`config.mk`:
```
export PLATFORM = sky130hd
export DESIGN_NAME = fsm_par_join_flat
export DESIGN_NICKNAME = d
export VERILOG_FILES = /design/src/rtl/fsm_par_join_pkg.sv /design/src/rtl/fsm_par_join_if.sv /design/src/rtl/fsm_par_join.sv /design/src/flat_wrapper.sv
export SDC_FILE = /design/constraint.sdc
export NUM_CORES = 1
export LEC_CHECK = 0
export ABC_AREA = 1
export CAP_MARGIN = 20
export CORE_AREA = 3 3 40 42
export CTS_CLUSTER_SIZE = 24
export DETAILED_ROUTE_END_ITERATION = 7
export DIE_AREA = 0 0 43 45
export HOLD_SLACK_MARGIN = 0.12
export PLACE_DENSITY = 0.51
export SLEW_MARGIN = 20
export SYNTH_ARGS = -nofsm -noshare
export SYNTH_HDL_FRONTEND = slang
export SYNTH_SLANG_ARGS = --single-unit
```
`constraint.sdc`:
```
create_clock -name clk -period 1.22 [get_ports clk]
set_input_delay 0.244 -clock clk [delete_from_list [all_inputs] [get_ports clk]]
set_output_delay 0.244 -clock clk [all_outputs]
set_load 0.01 [all_outputs]
```
`src/rtl/fsm_par_join_pkg.sv`:
```
// -----------------------------------------------------------------------------
// fsm_par_join_pkg
// Shared controller package. Holds the state types for the parallel-join
// controller (fsm_par_join) and the sequential controller, plus small helpers.
// No ports (package).
// -----------------------------------------------------------------------------
package fsm_par_join_pkg;

  // Upper bound on the number of parallel child groups a join may span.
  localparam int unsigned N_CHILD_MAX = 16;

  // Parallel-join controller states. Encoding 2'b11 is unreachable and
  // decodes to IDLE behaviour.
  typedef enum logic [1:0] {
    IDLE = 2'd0,
    RUN  = 2'd1,
    DONE = 2'd2
  } par_join_state_e;

  // Sequential controller states, kept here so both controllers share one
  // package.
  typedef enum logic [1:0] {
    SEQ_IDLE = 2'd0,
    SEQ_STEP = 2'd1,
    SEQ_WAIT = 2'd2,
    SEQ_DONE = 2'd3
  } seq_state_e;

  // True for the three encodings the join controller can actually reach.
  function automatic logic pj_state_legal(input par_join_state_e s);
    return (s == IDLE) || (s == RUN) || (s == DONE);
  endfunction

endpackage

```
`src/rtl/fsm_par_join_if.sv`:
```
// -----------------------------------------------------------------------------
// fsm_par_join_if
// Handshake bundle between a parent, the join controller and its children.
//   valid        parent go (parent -> controller)
//   ready        parent done, one-cycle pulse (controller -> parent)
//   valid_child  per-child go (controller -> children), N_CHILD bits
//   ready_child  per-child done, pulse or level (children -> controller)
// Handshake semantics: the parent raises valid to request a join; the
// controller only looks at valid while idle, so valid may drop once the join
// has started. Each child i is driven while valid_child[i] is high and reports
// completion by raising ready_child[i] for at least one cycle; the controller
// records that completion and drops valid_child[i] on the following cycle.
// When every child has reported, ready pulses for exactly one cycle.
// Modports: master = parent/children side, slave = controller side.
// -----------------------------------------------------------------------------
interface fsm_par_join_if #(
  parameter int N_CHILD = 3
);
  logic               valid;
  logic               ready;
  logic [N_CHILD-1:0] valid_child;
  logic [N_CHILD-1:0] ready_child;

  modport master (
    output valid,
    output ready_child,
    input  ready,
    input  valid_child
  );

  modport slave (
    input  valid,
    input  ready_child,
    output ready,
    output valid_child
  );
endinterface

```
`src/rtl/fsm_par_join.sv`:
```
// -----------------------------------------------------------------------------
// fsm_par_join
// Fork/join controller: on a parent valid it drives all N_CHILD children,
// records each child's completion in a sticky done mask, and pulses ready once
// every child has completed.
// Ports:
//   clk      sole clock, rising edge
//   reset    synchronous, active-high
//   bus      fsm_par_join_if.slave (valid, ready, valid_child, ready_child)
//   state_o  current controller state, for observation
// Parameter N_CHILD: number of children, legal range 1..16.
// -----------------------------------------------------------------------------
module fsm_par_join
  import fsm_par_join_pkg::*;
#(
  parameter int N_CHILD = 3
) (
  input  logic                clk,
  input  logic                reset,
  fsm_par_join_if.slave       bus,
  output par_join_state_e     state_o
);

  par_join_state_e    state_q, state_d;
  logic [N_CHILD-1:0] mask_q, mask_d;
  logic [N_CHILD-1:0] mask_join;
  logic               ready_int;
  logic [N_CHILD-1:0] valid_child_int;

  // Completions seen so far plus those arriving this cycle; the join is
  // judged on this so the last child's ready is honoured in its own cycle.
  assign mask_join = mask_q | bus.ready_child;

  // State register and done mask.
  always_ff @(posedge clk) begin
    if (reset) begin
      state_q <= IDLE;
      mask_q  <= '0;
    end else begin
      state_q <= state_d;
      mask_q  <= mask_d;
    end
  end

  // Next-state and next-mask logic. The mask only accumulates in RUN, so
  // stray child completions in IDLE or DONE are dropped.
  always_comb begin
    state_d = IDLE;
    mask_d  = '0;
    case (state_q)
      IDLE: begin
        if (bus.valid) state_d = RUN;
      end
      RUN: begin
        if (&mask_join) begin
          state_d = DONE;
        end else begin
          state_d = RUN;
          mask_d  = mask_join;
        end
      end
      DONE: begin
        state_d = IDLE;
      end
      default: begin
        state_d = IDLE;
      end
    endcase
  end

  // Moore output decode from state and mask only.
  always_comb begin
    ready_int       = 1'b0;
    valid_child_int = '0;
    case (state_q)
      IDLE: begin
        ready_int       = 1'b0;
        valid_child_int = '0;
      end
      RUN: begin
        ready_int       = 1'b0;
        valid_child_int = ~mask_q;
      end
      DONE: begin
        ready_int       = 1'b1;
        valid_child_int = '0;
      end
      default: begin
        ready_int       = 1'b0;
        valid_child_int = '0;
      end
    endcase
  end

  assign bus.ready       = ready_int;
  assign bus.valid_child = valid_child_int;
  assign state_o         = state_q;

endmodule

```
`src/flat_wrapper.sv`:
```
// flat-port wrapper written by rule: the top's interface ports become plain ports
module fsm_par_join_flat import fsm_par_join_pkg::*;
#(
  parameter int N_CHILD = 3
)
  (clk, reset, state_o, bus_valid, bus_ready_child, bus_ready, bus_valid_child);
  fsm_par_join_if #(.N_CHILD(N_CHILD)) bus_i ();
  input  logic clk;
  input  logic reset;
  output par_join_state_e state_o;
  input wire logic [$bits(bus_i.valid)-1:0] bus_valid;
  input wire logic [$bits(bus_i.ready_child)-1:0] bus_ready_child;
  output wire logic [$bits(bus_i.ready)-1:0] bus_ready;
  output wire logic [$bits(bus_i.valid_child)-1:0] bus_valid_child;
  assign bus_i.valid = bus_valid;
  assign bus_i.ready_child = bus_ready_child;
  assign bus_ready = bus_i.ready;
  assign bus_valid_child = bus_i.valid_child;
  fsm_par_join #(.N_CHILD(N_CHILD)) u_core (.clk(clk), .reset(reset), .bus(bus_i), .state_o(state_o));
endmodule
```
==> results of run 1 <==
-- cell families after synthesis --
kind of cell	count (synthesis)
DFF	5
buffers and inverters	11
and+or+nand+nor	20
-- synthesized netlist by cell type --
cell	n
nand3b_1	1
inv_2	1
inv_1	10
dfxtp_1	5
nor2_2	1
nor2_4	1
nand2_1	6
nor2_1	6
nand3_1	3
nand2_2	2
-- layer usage --
layer	part of all wire [%]	track usage, %
met1	35	6.04
met2	51	10.5
met3	12	5.98
met4	1.1	3.61
met5	0	0
-- stage by stage --
step	power, mW	setup TNS, ns
after floorplan	0.233	0
after global placement	0.299	-0.526
after detailed placement	0.298	-0.539
after CTS	0.509	-0.0986
after global routing	0.545	-0.0655
final	0.506	0
-- where the power goes --
group          internal [mW]  leakage [nW]  switching [mW]
Clock                  0.124        0.0150          0.0672
Sequential             0.174        0.0415         0.00843
Combinational         0.0711         0.170          0.0618
-- flip-flops by register name, summed over array words and instances (netlist names) --
register and count:
u_core.mask_q 3, u_core.state_o 2
-- critical path, stage by stage (launching register included) --
cell and delay [ns]:
dfxtp_2 0.32, inv_2 0.07, nand2_4 0.06, buf_6 0.12, nor2_4 0.07, buf_6 0.10
-- placed cells by master (no fill, tap or decap) --
cell             instances
nor2_2                   2
clkbuf_2                 1
nand3b_1                 1
nand2_4                  1
buf_2                    2
clkbuf_4                 3
dfxtp_2                  2
clkdlybuf4s15_1          1
dfxtp_1                  3
nor2_1                   3
nor2_4                   3
inv_2                    3
nand2_2                  1
nand3_1                  2
buf_4                    4
inv_1                    8
clkdlybuf4s50_1          5
nand3_2                  1
buf_6                    3
clkbuf_1                 1
nand2_1                  6
-- layout make-up --
| class | instances | share of cell area, % |
|---|---|---|
| Timing Repair Buffer | 16 | 30.7 |
| Multi-Input combinational cell | 20 | 27.6 |
| Sequential cell | 5 | 22.7 |
| Inverter | 11 | 9.12 |
| Clock buffer | 4 | 5.80 |
| Tap cell | 15 | 4.14 |
-- what timing repair did --
item                                    CTS  global route
setup buffers                             4             0
pin swaps                                 2             4
resized for setup                        24            11
endpoints found under the setup margin    6             8
-- final timing paths --
check	end	cells past startpoint	start	slack, ns
max reg2reg	u_core.mask_q[1]$_SDFF_PP0_	7	u_core.state_o[1]$_SDFF_PP0_	0.16
min	u_core.state_o[0]$_SDFF_PP0_	3	u_core.state_o[0]$_SDFF_PP0_	0.55
max	bus_valid_child[1]	5	u_core.state_o[1]$_SDFF_PP0_	0.0001
min reg2reg	u_core.state_o[0]$_SDFF_PP0_	3	u_core.state_o[0]$_SDFF_PP0_	0.55
==> flow_summary_export.csv, run 1 <==
group,metric,value,unit
clocking,cts_hold_buffers,0,
final_layout,final_area,453,um2
final_layout,fin_cells,71,
final_layout,num_antenna_cells,0,
timing,setup_ws,0.000110,ns
final_layout,drive_above_1_share,46.4,%
die,die-area,1940,um2
timing,timing.final.hold_violations,0,
die,num_io_pins,12,
clocking,cts_max_level,1,
clocking,root_buffer,"clkbuf_4",
setup_path,cp_data_required_time,0.98,ns
power,p_leak,0.227,nW
yosys,ys_seq_elements,5,
clocking,worstSkewPairLatency,0.24,ns
final_layout,finish.utilization,35.2,%
die,die_h,45,um
setup_path,startpoint_type,"flop",
placed_design,gp_congestion,0.791,
yosys,synth_area_leaders,"dfxtp_1 (42%), inv_1 (16%), nand2_1 (9.4%)",
placed_design,place_ws,-0.171,ns
global_route,grt_usage,6.75,%
clocking,clockBufferDepth,2,
die,start_util,18.6,%
drt,antenna_left,0,
yosys,syn_area_per_cell,6.64,um2
clocking,cts-buffers-inserted,3,
timing,relSlewSlack,90.0,%
clocking,path_clk_slew,0.04,ns
timing,period_share,100,%
final_layout,multi_input_area,125,um2
timing,fin_skew,0.00375,ns
timing,max_freq,820,MHz
power,powerDensity,1120,nW/um2
drt,routed_wl,559,um
yosys,synthAdderAreaFrac,0,%
setup_path,critPathKind,"reg -> out",
global_route,grt_remaining_overflow,0,
yosys,synth-compound-area-share,0,%
clocking,cts.sinks,5,
placed_design,placedInstanceArea,383,um2
global_route,grt_pass1_wl,869,um
yosys,netlist.top_cell.by_area,"dfxtp_1",
final_layout,area_growth,89.5,%
final_layout,seq_area,103,um2
global_route,grt_pass1_vias,218,
timing,whs,0.555,ns
yosys,synth.distinct_cells,10,
timing,setup_viol,0,
run_status,status,"finished clean",
setup_path,end_kind,"output pin",
global_route,antenna_found_initial,0,
yosys,synthCells,36,
global_route,grt_start_max_net_pins,5,
yosys,synth_xor_area_share,0,%
min_path,hold_class,"reg -> reg",
placed_design,dp_cells,64,
placed_design,dpl.hpwl,404,um
final_layout,nNetsFinal,63,
yosys,synth-simple-area-share,40.8,%
timing,fin_crit,1.22,ns
setup_path,worstPathArrival,0.98,ns
yosys,synth_top_family_by_area,"simple AND/OR/NAND/NOR gates",
die,rows,13,
yosys,yosys_warnings,0,
timing,slew_viol_final,0,
drt,wl_per_cell,7.87,um
drt,drt_iter0_markers,1,
drt,viasPerCell,3.76,
die,die_w,43,um
yosys,synth_nets,42,
drt,first_pass_iters,4,
die,coreArea,1280,um2
yosys,yosysSeqAreaShare,41.9,%
drt,vias,267,
yosys,synth_mux_area_share,0,%
placed_design,portBuffers,11,
final_layout,n_fill_cell,143,
drt,drt_drc_violations_left,0,
clocking,cts_tree,"yes",
timing,worst_pin_slew,0.150,ns
yosys,yosys.area.top_type_share,41.9,%
yosys,syn_area,239,um2
power,ir_worst_vdd,0.638,mV
flow_run,max_cap_viol_count,0,
timing,grt_setup_unrepaired,"yes",
setup_path,crit_fanout,3,
Power figures use the tool's default switching activity.
==> run 2, diff against run 1 <==
==> constraint.sdc (replaced) <==
create_clock -name clk -period 1.22 [get_ports clk]
set_input_delay 0.305 -clock clk [delete_from_list [all_inputs] [get_ports clk]]
set_output_delay 0.305 -clock clk [all_outputs]
set_load 0.01 [all_outputs]
==> flow_summary_export.csv, run 2 (synthesized netlist as in run 1, its figures left out) <==
group,metric,value,unit
placed_design,dp_cells,64,
global_route,grt_remaining_overflow,0,
clocking,clockBufferDepth,2,
final_layout,top_register,"u_core.mask_q",
setup_path,cp_data_required_time,0.91,ns
clocking,cts_tree,"yes",
placed_design,gp_congestion,0.789,
power,p_leak,0.217,nW
timing,fin_crit,1.23,ns
setup_path,r2r_slack,0.35,ns
final_layout,n_fill_cell,145,
drt,first_pass_iters,2,
final_layout,drive_above_1_share,41.5,%
setup_path,reg2reg_from,"u_core.mask_q[2]$_SDFF_PP0_",
timing,setup_ws,-0.0103,ns
drt,drt_iter0_markers,2,
min_path,hold_depth,3,
setup_path,cp_top_family,"flip-flops",
setup_path,end_kind,"output pin",
placed_design,dpl.hpwl,395,um
final_layout,finish.utilization,32.4,%
setup_path,reg2reg_depth,5,
setup_path,cp_slowest_cell,"dfxtp_2",
flow_run,max_cap_viol_count,0,
setup_path,critPathKind,"reg -> out",
clocking,path_clk_slew,0.04,ns
final_layout,area_growth,74.3,%
die,die_h,45,um
die,die_w,43,um
power,p_seq_share,37.4,%
final_layout,final_area,417,um2
clocking,cts.sinks,5,
clocking,cts_hold_buffers,0,
min_path,hold_start,"u_core.state_o[0]$_SDFF_PP0_",
drt,routed_wl,495,um
die,coreArea,1280,um2
timing,slew_viol_final,0,
global_route,grt_start_max_net_pins,5,
final_layout,most-common-layout-cells,"inv_1 (9), nand2_1 (6), clkdlybuf4s50_1 (5)",
power,switching_power,0.131,mW
timing,whs,0.549,ns
power,pwr-share-clk,38.5,%
drt,viasPerCell,3.59,
die,rows,13,
drt,antenna_left,0,
drt,vias,244,
min_path,hold_class,"reg -> reg",
final_layout,num_antenna_cells,0,
clocking,worstSkewPairLatency,0.24,ns
drt,wl_per_cell,7.28,um
setup_path,critPathBufInv,2,
drt,drt_drc_violations_left,0,
timing,fin_skew,0.00517,ns
power,internal_power,0.359,mW
setup_path,slowest_delay,0.32,ns
setup_path,reg2reg_to,"u_core.state_o[0]$_SDFF_PP0_",
final_layout,largest_reg_flops,3,
placed_design,placedInstanceArea,383,um2
clocking,root_buffer,"clkbuf_4",
placed_design,portBuffers,11,
global_route,antenna_found_initial,0,
clocking,cts-buffers-inserted,3,
power,total_power,0.490,mW
run_status,violations,"negative setup slack",
global_route,grt_pass1_wl,876,um
timing,timing.final.hold_violations,0,
final_layout,final_common_cell,"inv_1",
min_path,hold_path_end,"u_core.state_o[0]$_SDFF_PP0_",
timing,grt_setup_unrepaired,"yes",
die,num_io_pins,12,
final_layout,nNetsFinal,60,
timing,period_share,101,%
setup_path,crit_fanout,4,
timing,max_freq,813,MHz
timing,setup_viol,2,
timing,relSlewSlack,90.7,%
die,die-area,1940,um2
timing,worst_pin_slew,0.140,ns
final_layout,fin_cells,68,
power,powerDensity,1180,nW/um2
power,switching_share,26.8,%
global_route,grt_pass1_vias,213,
power,p_comb_share,24.1,%
power,ir_worst_vdd,0.856,mV
setup_path,worstPathArrival,0.93,ns
global_route,grt_usage,6.67,%
run_status,status,"complete, but fails checks",
setup_path,startpoint_type,"flop",
clocking,postCtsSetupRepairBufs,0,
setup_path,cp_cell_sequence,"inv_2 -> nand2_4 -> nor2_2 -> buf_2",
clocking,cts_max_level,1,
die,start_util,18.6,%
[run 2: cell types whose count changed in the layout (fill, tap and decap cells not counted)]
cell,previous run,this run
buf_2,2,3
buf_4,4,2
buf_6,3,2
clkdlybuf4s15_1,1,0
inv_1,8,9
inv_2,3,2
nand3_1,2,3
nand3_2,1,0
[run 2: how the worst max path moves through the flow]
| stage | slack [ns] | start | endpoint | cells past startpoint |
|---|---|---|---|---|
| global placement | -0.24 | u_core.state_o[1]$_SDFF_PP0_ | bus_valid_child[2] | 4 |
| CTS | -0.03 | u_core.state_o[1]$_SDFF_PP0_ | bus_valid_child[1] | 4 |
| finish | -0.01 | u_core.state_o[1]$_SDFF_PP0_ | bus_valid_child[1] | 4 |
| floorplan | 0.22 | u_core.state_o[0]$_SDFF_PP0_ | bus_valid_child[0] | 2 |
| detailed placement | -0.23 | u_core.state_o[1]$_SDFF_PP0_ | bus_valid_child[2] | 4 |
| global route | -0.07 | u_core.state_o[0]$_SDFF_PP0_ | bus_ready | 3 |
[run 2: timing repair]
item                                    in CTS  in global routing
endpoints found under the setup margin       6                  5
resized for setup                           30                  4
hold endpoints to repair                     0                  0
cloned                                       0                  0
pin swaps                                    2                  3
[run 2: through the flow]
step	TNS (ns)	setup slack [ns]
finish	-0.0171	-0.0103
global route	-0.235	-0.0670
CTS	-0.0777	-0.0299
detailed placement	-0.962	-0.230
global placement	-0.947	-0.236
floorplan	0	0.224
[run 2: power by group through the flow]
stage | Clock (mW) | Sequential, mW | Combinational [mW]
detailed placement | 0 | 0.182 | 0.117
global placement | 0 | 0.182 | 0.117
floorplan | 0 | 0.184 | 0.0484
global route | 0.216 | 0.184 | 0.133
finish | 0.189 | 0.183 | 0.118
CTS | 0.198 | 0.183 | 0.115
[run 2: cell type report]
cell class,count,area (um2),share of cell area [%]
clock buffers,4,26.3,6.31
inverters,11,41.3,9.91
multi-input cells,20,120,28.8
flip-flops and latches,5,103,24.6
well taps,15,18.8,4.50
repair buffers,13,108,25.8
[run 2: per-layer routing]
layer  vias up  global-route usage (%)  share of wire (%)
li1        136                       -                  -
met1        99                    6.30                 35
met2         9                    10.5                 49
met3         0                    7.57                 15
met4         0                       0                  0
met5         -                       0                  0
[run 2: worst register-to-register path: stages, from the launching register on]
cell,delay [ns]
dfxtp_1,0.37
inv_1,0.05
nand2_1,0.09
nand3_1,0.12
nand2_2,0.09
nand2_1,0.04
